[config.mk]
export PLATFORM = sky130hd
export DESIGN_NAME = par_clk_switch_ctrl
export DESIGN_NICKNAME = d
export VERILOG_FILES = /design/src/rtl/par_clk_switch_ctrl.sv
export SDC_FILE = /design/constraint.sdc
export NUM_CORES = 1
export LEC_CHECK = 0
export CORE_MARGIN = 4
export CORE_UTILIZATION = 50
export DETAILED_ROUTE_END_ITERATION = 10
export GPL_TIMING_DRIVEN = 0
export PLACE_DENSITY = 0.81
export SETUP_SLACK_MARGIN = 0.3
export SLEW_MARGIN = 20
export SYNTH_ARGS = -nofsm -noshare
export SYNTH_HDL_FRONTEND = slang
export SYNTH_SLANG_ARGS = --single-unit
[constraint.sdc]
create_clock -name par_clk -period 5.9 [get_ports par_clk]
set_clock_uncertainty 0.15 [all_clocks]
set_input_delay 0.885 -clock par_clk [delete_from_list [all_inputs] [get_ports par_clk]]
set_output_delay 0.885 -clock par_clk [all_outputs]
set_load 0.02 [all_outputs]
[src/rtl/par_clk_switch_ctrl.sv]
// par_clk_switch_ctrl: sequences run-time select/power-down changes of the
// parallel-clock mux, gating the datapath and reverting on failed qualification.
module par_clk_switch_ctrl #(
   parameter logic        DEFAULT_SEL    = 1'b0,
   parameter logic        DEFAULT_PDWN   = 1'b0,
   parameter int unsigned RST_CYCLES     = 16,
   parameter int unsigned DRAIN_CYCLES   = 32,
   parameter int unsigned TIMEOUT_CYCLES = 4096
) (
   input  logic clk_reset_n,
   input  logic par_clk,
   input  logic sw_req,
   input  logic sw_sel,
   input  logic sw_pdwn,
   input  logic clk1_rdy,
   input  logic clk2_rdy,
   input  logic par_clk_rdy,
   output logic clk_sel,
   output logic clk_pdwn,
   output logic mux_reset_n,
   output logic dp_en,
   output logic sw_busy,
   output logic sw_done,
   output logic sw_err
);

   localparam int TMO_W = $clog2(TIMEOUT_CYCLES);

   localparam logic [7:0] RST_LAST   = 8'(RST_CYCLES - 1);
   localparam logic [7:0] DRAIN_LAST = 8'(DRAIN_CYCLES - 1);
   localparam logic [TMO_W-1:0] TMO_LAST =
      TMO_W'(TIMEOUT_CYCLES - 1);

   typedef enum logic [2:0] {
      S_INIT,
      S_QUAL,
      S_RUN,
      S_DRAIN,
      S_CHECK,
      S_FAIL
   } state_e;

   state_e           state_q, state_d;
   logic [7:0]       cnt_q, cnt_d;
   logic [TMO_W-1:0] tmo_q, tmo_d;

   logic c1_meta_q, c1s_q;
   logic c2_meta_q, c2s_q;

   logic sel_q, sel_d;
   logic pdwn_q, pdwn_d;
   logic pend_sel_q, pend_sel_d;
   logic pend_pdwn_q, pend_pdwn_d;
   logic prev_sel_q, prev_sel_d;
   logic prev_pdwn_q, prev_pdwn_d;
   logic reverted_q, reverted_d;
   logic busy_q, busy_d;
   logic done_q, done_d;
   logic err_q, err_d;
   logic mrst_n_q;
   logic dp_en_q;

   logic tgt_rdy;
   logic req_same;

   // Two-flop synchronisers for the die clock-ready flags.
   always_ff @(posedge par_clk or negedge clk_reset_n) begin
      if (!clk_reset_n) begin
         c1_meta_q <= 1'b0;
         c1s_q     <= 1'b0;
         c2_meta_q <= 1'b0;
         c2s_q     <= 1'b0;
      end else begin
         c1_meta_q <= clk1_rdy;
         c1s_q     <= c1_meta_q;
         c2_meta_q <= clk2_rdy;
         c2s_q     <= c2_meta_q;
      end
   end

   // Readiness of the pending target and match against the live setting.
   always_comb begin
      tgt_rdy  = 1'b0;
      req_same = 1'b0;
      if (pend_pdwn_q) begin
         tgt_rdy = pend_sel_q ? c2s_q : c1s_q;
      end else begin
         tgt_rdy = c1s_q & c2s_q;
      end
      req_same = (sw_sel == sel_q) && (sw_pdwn == pdwn_q);
   end

   // Sequencer next-state and control-register updates.
   always_comb begin
      state_d     = state_q;
      cnt_d       = cnt_q;
      tmo_d       = tmo_q;
      sel_d       = sel_q;
      pdwn_d      = pdwn_q;
      pend_sel_d  = pend_sel_q;
      pend_pdwn_d = pend_pdwn_q;
      prev_sel_d  = prev_sel_q;
      prev_pdwn_d = prev_pdwn_q;
      reverted_d  = reverted_q;
      busy_d      = busy_q;
      done_d      = 1'b0;
      err_d       = err_q;

      unique case (state_q)
         S_INIT: begin
            cnt_d = cnt_q + 8'd1;
            if (cnt_q == RST_LAST) begin
               state_d = S_QUAL;
            end
         end
         S_QUAL: begin
            tmo_d = tmo_q + TMO_W'(1);
            if (par_clk_rdy) begin
               state_d = S_RUN;
               done_d  = busy_q;
               busy_d  = 1'b0;
            end else if (tmo_q == TMO_LAST) begin
               state_d = S_FAIL;
               err_d   = 1'b1;
            end
         end
         S_RUN: begin
            if (sw_req) begin
               err_d = 1'b0;
               if (req_same) begin
                  done_d = 1'b1;
               end else begin
                  pend_sel_d  = sw_sel;
                  pend_pdwn_d = sw_pdwn;
                  prev_sel_d  = sel_q;
                  prev_pdwn_d = pdwn_q;
                  busy_d      = 1'b1;
                  state_d     = S_DRAIN;
               end
            end
         end
         S_DRAIN: begin
            cnt_d = cnt_q + 8'd1;
            if (cnt_q == DRAIN_LAST) begin
               state_d = S_CHECK;
            end
         end
         S_CHECK: begin
            if (tgt_rdy) begin
               sel_d      = pend_sel_q;
               pdwn_d     = pend_pdwn_q;
               reverted_d = 1'b0;
               state_d    = S_INIT;
            end else begin
               err_d   = 1'b1;
               busy_d  = 1'b0;
               state_d = S_RUN;
            end
         end
         S_FAIL: begin
            err_d = 1'b1;
            if (busy_q && !reverted_q) begin
               sel_d      = prev_sel_q;
               pdwn_d     = prev_pdwn_q;
               reverted_d = 1'b1;
               state_d    = S_INIT;
            end else if (sw_req) begin
               pend_sel_d  = sw_sel;
               pend_pdwn_d = sw_pdwn;
               prev_sel_d  = sel_q;
               prev_pdwn_d = pdwn_q;
               busy_d      = 1'b1;
               state_d     = S_CHECK;
            end else begin
               busy_d = 1'b0;
            end
         end
         default: begin
            state_d = S_INIT;
         end
      endcase

      if (state_d != state_q) begin
         cnt_d = '0;
         tmo_d = '0;
      end
   end

   // State, counters and control registers.
   always_ff @(posedge par_clk or negedge clk_reset_n) begin
      if (!clk_reset_n) begin
         state_q     <= S_INIT;
         cnt_q       <= '0;
         tmo_q       <= '0;
         sel_q       <= DEFAULT_SEL;
         pdwn_q      <= DEFAULT_PDWN;
         pend_sel_q  <= DEFAULT_SEL;
         pend_pdwn_q <= DEFAULT_PDWN;
         prev_sel_q  <= DEFAULT_SEL;
         prev_pdwn_q <= DEFAULT_PDWN;
         reverted_q  <= 1'b0;
         busy_q      <= 1'b0;
         done_q      <= 1'b0;
         err_q       <= 1'b0;
      end else begin
         state_q     <= state_d;
         cnt_q       <= cnt_d;
         tmo_q       <= tmo_d;
         sel_q       <= sel_d;
         pdwn_q      <= pdwn_d;
         pend_sel_q  <= pend_sel_d;
         pend_pdwn_q <= pend_pdwn_d;
         prev_sel_q  <= prev_sel_d;
         prev_pdwn_q <= prev_pdwn_d;
         reverted_q  <= reverted_d;
         busy_q      <= busy_d;
         done_q      <= done_d;
         err_q       <= err_d;
      end
   end

   // Mux reset is held only in INIT; datapath enabled only in RUN.
   always_ff @(posedge par_clk or negedge clk_reset_n) begin
      if (!clk_reset_n) begin
         mrst_n_q <= 1'b0;
         dp_en_q  <= 1'b0;
      end else begin
         mrst_n_q <= (state_d != S_INIT);
         dp_en_q  <= (state_d == S_RUN);
      end
   end

   assign clk_sel     = sel_q;
   assign clk_pdwn    = pdwn_q;
   assign mux_reset_n = mrst_n_q;
   assign dp_en       = dp_en_q;
   assign sw_busy     = busy_q;
   assign sw_done     = done_q;
   assign sw_err      = err_q;

endmodule

==> results.tsv, run 1 <==
metric	value	unit
GPL Wtd Cong	0.857	
WS Path Type	in2reg	
Clock Power Share	24.3	%
Max FO, Critical Path	10	
Max Fclk	380	MHz
type of origin of the critical path	primary input	
max-slew violation count	0	
antenna cells	0	
HPWL after detailed placement	2960	um
Die Height	71.8	um
Leakage	1.04	nW
ys async rst share	100	%
HP Class	reg2reg	
Slew @ Worst Pin	0.666	ns
Peak VDD IR	0.258	mV
Skew-Pair Late Insertion Delay	0.29	ns
Post-CTS Hold Buffers	0	
syn_nets	221	
unrepaired setup endpoints after global routing	no	
# Post-CTS Setup Buffers	0	
normalized max-slew margin	55.2	%
Layout Nets	243	
layout cells sized above 1	9.01	%
sequential share of the synthesized area	47.9	%
Synth Instances	211	
htree depth	2	
area grow syn2layout	15.2	%
Placed Area	2260	sq um
Worst EP required	5.94	ns
Largest register FFs	12	
Final Cell Area	2350	sq um
vias per cell	5.64	
clock sink count	39	
worst slack at placement	2.93	ns
Longest Clk Path Bufs	2	
Initial Utilization	53.6	%
Sequential Power Share	46.8	%
EDFF count, synth	0	
Remaining DRCs	0	
Comb pwr share	28.9	%
cell row count	22	
Mean Syn Cell Area	9.65	sq um
ys flop type	dfrtp_1	
Core ar.	3800	sq um
FF+latch count, synth	39	
YS warnings	0	
first-pass GRT wire length	7080	um
Min Hold Slack	0.199	ns
fill count	332	
die area	5160	sq um
detailed-route via count	1584	
Synth Cell Area	2040	sq um
fin cells	281	
most common library cells after synthesis	dfrtp_1 (39), nand2_1 (29), nor2_1 (22)	
gr ovfl total	0	
number of port buffers	14	
clock-pin slew on the worst setup and hold paths	0.07	ns
status	finished clean	
cell with the most instances after synthesis	dfrtp_1	
pwr/cell area	311	nW/um^2
CTS Buf Count	5	
First-pass DRT Iterations	4	
share of the synthesized area in the top cell type	47.9	%
Final setup viols	0	
max-cap viol count	0	
Die W	71.8	um
post_cts resized	0	
final core utilization	61.8	%
Switching Share	33.0	%
GRT Overall Usage	17.5	%
min cycle time layout	2.63	ns
Final WS setup	3.27	ns
Switch Pwr	0.241	mW
Post-Route WL	3980	um
Int Power	0.488	mW
initial antenna violation count	0	
Reg with most FFs	tmo_q	
CTS tree	yes	
Tcrit/Tclk final	44.6	%
WP data arrival	2.67	ns
top post-synthesis cells by area	dfrtp_1 (48%), xor2_1 (6.5%), nand2_1 (5.3%)	
Regs by FF count	tmo_q: 12 flops, cnt_q: 8 flops, state_q: 3 flops	
Synth area leader	dfrtp_1	
Initial DRC Count	112	
largest net degree at the start of global routing	22	
Sequential cell area	976	sq um
Setup TNS	0	ns
Routed WL per cell	14.2	um
number of placed cells counting well taps	274	
Pwr Total	0.729	mW
Critical Path End Type	flip-flop	
Hold Fails Final Rpt	0	
# IOs	15	
Routed Antenna Nets	0	
Root Buffer Master	clkbuf_8	
Multi-input gate area	990	sq um
Cell variety after synth	40	
number of global-route vias before repair	1564	
==> layout make-up <==
cell class,instances,area share (%)
plain buffers,9,2.19
clock buffers,6,3.52
clock inverters,1,0.213
inverters,5,0.800
multi-input cells,158,42.2
flip-flops and latches,39,41.6
well taps,48,2.56
repair buffers,15,6.93
==> power groups by stage <==
stage / Clock [mW] / Combinational [mW] / Sequential (mW)
2_1_floorplan: 0 / 0.139 / 0.347
3_3_place_gp: 0 / 0.202 / 0.343
3_5_place_dp: 0 / 0.209 / 0.346
4_1_cts: 0.182 / 0.212 / 0.341
5_1_grt: 0.192 / 0.236 / 0.348
6_report: 0.177 / 0.211 / 0.341
==> worst max-delay path: stages <==
cell	delay (ns)
clkdlybuf4s50_1	0.44
xor2_1	0.15
nor2_1	0.26
a2bb2oi_1	0.33
o211ai_1	0.16
buf_2	0.22
a221oi_1	0.22
==> cells by family after synthesis <==
kind of cell / after synthesis / synth area share, %
simple gates: 99 / 24.7
flops: 39 / 47.9
compound gates: 28 / 9.40
xor+xnor: 21 / 9.04
buf+inv: 14 / 3.44
mux: 8 / 4.24
fa+ha+maj: 2 / 1.23
==> worst paths after layout <==
path	start	end	slack (ns)	cells after the start
max	sw_pdwn	cnt_q[1]	3.27	7
min	c2_meta_q	c2s_q	0.20	0
max reg2reg	cnt_q[5]	cnt_q[1]	3.43	6
min reg2reg	c2_meta_q	c2s_q	0.20	0
max in group asynchronous	clk_reset_n	cnt_q[0]	4.75	2
min in group asynchronous	clk_reset_n	clk_sel	0.40	1
==> metal layers <==
metal | track usage [%] | part of all wire, % | vias to the layer above
li1 | - | - | 784
met5 | 0 | 0 | -
met3 | 4.77 | 5.4 | 8
met2 | 28.9 | 49 | 35
met4 | 4.38 | 1.3 | 0
met1 | 22.7 | 45 | 757
==> cell usage in the layout, fill, tap and decap left out, drive strengths merged, types with 2 or more instances in the layout <==
| cell | count |
|---|---|
| a21o | 3 |
| a21oi | 4 |
| a221oi | 3 |
| buf | 7 |
| clkbuf | 10 |
| clkdlybuf4s50 | 13 |
| dfrtp | 39 |
| ha | 2 |
| inv | 5 |
| mux2 | 5 |
| mux2i | 3 |
| nand2 | 29 |
| nand2b | 3 |
| nand3 | 4 |
| nand3b | 3 |
| nand4 | 5 |
| nor2 | 22 |
| nor2b | 4 |
| nor3 | 8 |
| nor3b | 6 |
| nor4 | 9 |
| o21ai | 9 |
| o22ai | 2 |
| or3 | 2 |
| xnor2 | 6 |
| xor2 | 15 |
Power figures use the tool's default switching activity.
==> run 2: changes to the inputs <==
- clock period: 5.9 -> 2.52 ns (I/O delays scaled with it)
==> run 2 against run 1 <==
Flip-flop and latch count unchanged. Clock-buffer cell count unchanged. Worst setup slack got worse by 3.0 ns. Sequential share of layout area decreased by 2.2 points. Clock power increased by 130%. Non-clock buffer count increased by 6. Routed wire length increased by 5.2%. Cell count increased by 2.1%. Critical endpoint is now cnt_q[2]. Largest cell class unchanged.
==> results.tsv, run 2 (same netlist as run 1, synthesis figures left out) <==
metric	value	unit	change
Slew @ Worst Pin	0.535	ns	-0.131 ns
WP data arrival	2.23	ns	-0.44 ns
Root Buffer Master	clkbuf_8		
Peak VDD IR	0.621	mV	+140%
GR Util met1	23.3	%	+0.54 points
gr ovfl total	0		unchanged
cell row count	22		unchanged
antenna cells	0		unchanged
Final setup viols	0		unchanged
largest net degree at the start of global routing	22		unchanged
first-pass GRT wire length	7260	um	+2.5%
HPWL after detailed placement	2960	um	unchanged
GPL Wtd Cong	0.857		unchanged
Routed WL per cell	14.6	um	+3.0%
CTS Buf Count	5		unchanged
Layout Nets	249		+2.5%
Reg with most FFs	tmo_q		
worst slack at placement	0.0548	ns	-2.87 ns
die area	5160	sq um	unchanged
Routed Antenna Nets	0		unchanged
Switch Pwr	0.598	mW	+150%
Comb pwr share	32.2	%	+3.3 points
Reg2Reg Setup Slack	0.31	ns	-3.12 ns
grt met2 use	29.2	%	+0.31 points
Hold Fails Final Rpt	0		unchanged
Final Cell Area	2480	sq um	+5.7%
Hold Startpoint	c2_meta_q		
Post-Route WL	4180	um	+5.2%
clock sink count	39		unchanged
type of origin of the critical path	flip-flop		
vias per cell	5.69		+0.88%
commonest non-fill, non-tap cells in the layout	dfrtp_1 (39), nand2_1 (29), nor2_1 (22)		
Die Height	71.8	um	unchanged
Pwr Total	1.79	mW	+140%
First-pass DRT Iterations	4		unchanged
detailed-route via count	1632		+3.0%
Max Fclk	453	MHz	
pwr/cell area	720	nW/um^2	+130%
CTS tree	yes		
GRT Overall Usage	17.9	%	+0.41 points
Initial Utilization	53.6	%	unchanged
number of global-route vias before repair	1597		+2.1%
busiest metal layer after global routing	met2		
Switching Share	33.5	%	+0.43 points
Tcrit/Tclk final	87.7	%	
Sequential Power Share	44.7	%	-2.1 points
htree depth	2		unchanged
Int Power	1.19	mW	+140%
unrepaired setup endpoints after global routing	yes		
Worst EP required	2.54	ns	-3.40 ns
max-cap viol count	0		unchanged
Max FO, Critical Path	10		unchanged
Remaining DRCs	0		unchanged
Worst R2R Start	cnt_q[7]		
Initial DRC Count	106		-5.4%
Leakage	1.09	nW	+4.5%
min cycle time layout	2.21	ns	
number of port buffers	14		unchanged
fill count	306		-7.8%
fin cells	287		+2.1%
Placed Area	2260	sq um	unchanged
normalized max-slew margin	64.2	%	+9.0 points
Setup TNS	0	ns	unchanged
Skew-Pair Late Insertion Delay	0.28	ns	about the same
Clock Power Share	23.1	%	-1.2 points
layout cells sized above 1	15.9	%	+6.9 points
Worst Reg-to-Reg Cells	7		+1
Critical Path End Type	flip-flop		
hold path cells	0		unchanged
clock-pin slew on the worst setup and hold paths	0.07	ns	about the same
WS Path Type	reg2reg		
final core utilization	65.3	%	+3.5 points
Regs by FF count	tmo_q: 12 flops, cnt_q: 8 flops, state_q: 3 flops		
HP Class	reg2reg		
area grow syn2layout	21.8	%	
met3 global-route usage	4.91	%	+0.14 points
Die W	71.8	um	unchanged
number of placed cells counting well taps	274		unchanged
commonest non-fill, non-tap cell in the layout	dfrtp_1		
worst r2r dst	cnt_q[2]		
Min Hold Slack	0.200	ns	+0.000160 ns
Core ar.	3800	sq um	unchanged
Final WS setup	0.310	ns	-2.96 ns
initial antenna violation count	0		unchanged
# IOs	15		unchanged
max-slew violation count	0		unchanged
status	finished clean		
Worst Hold Path EP	c2s_q		
Largest register FFs	12		unchanged
Longest Clk Path Bufs	2		unchanged
## run 2: power by group through the flow
stage	logic, mW	registers (mW)	clock network (mW)
floorplan	0.326	0.811	0
global placement	0.472	0.803	0
detailed placement	0.490	0.809	0
CTS	0.510	0.799	0.425
global route	0.642	0.812	0.450
finish	0.575	0.798	0.413
## run 2: layout make-up
type / instances / area (sq um) / area share, %
multi-input cells: 158 / 1070 / 43.0
flip-flops and latches: 39 / 976 / 39.4
repair buffers: 21 / 210 / 8.48
clock buffers: 6 / 82.6 / 3.33
plain buffers: 9 / 60.1 / 2.42
well taps: 48 / 60.1 / 2.42
inverters: 5 / 18.8 / 0.757
clock inverters: 1 / 5.00 / 0.202
## run 2: worst max path at each step
stage | startpoint | end | slack [ns] | depth (start not counted)
floorplan | cnt_q[5] | cnt_q[6] | 0.35 | 7
global placement | clk_reset_n | tmo_q[5] | 0.05 | 1
detailed placement | sw_sel | cnt_q[1] | 0.05 | 7
CTS | cnt_q[5] | cnt_q[1] | 0.30 | 6
global route | cnt_q[7] | cnt_q[4] | 0.25 | 7
finish | cnt_q[7] | cnt_q[2] | 0.31 | 7
## run 2: layer usage
metal / vias to the layer above / wire (um)
met4: 0 / 42
met2: 36 / 2100
met5: - / 0
met1: 795 / 1850
li1: 795 / -
met3: 6 / 194
## run 2: critical path, stage by stage, from the launching register on
cell	delay, ns
dfrtp_1	0.39
or3_4	0.42
or3_4	0.36
a2111o_1	0.38
buf_6	0.15
buf_6	0.14
nand2_1	0.07
nor2_1	0.04
## run 2: repair_timing
item	CTS	global route
resized for setup	6	15
buffers inserted	2	3
endpoints found under the setup margin	21	21
hold buffers	1	0
pin swaps	1	3
endpoints found under the hold margin	18	0
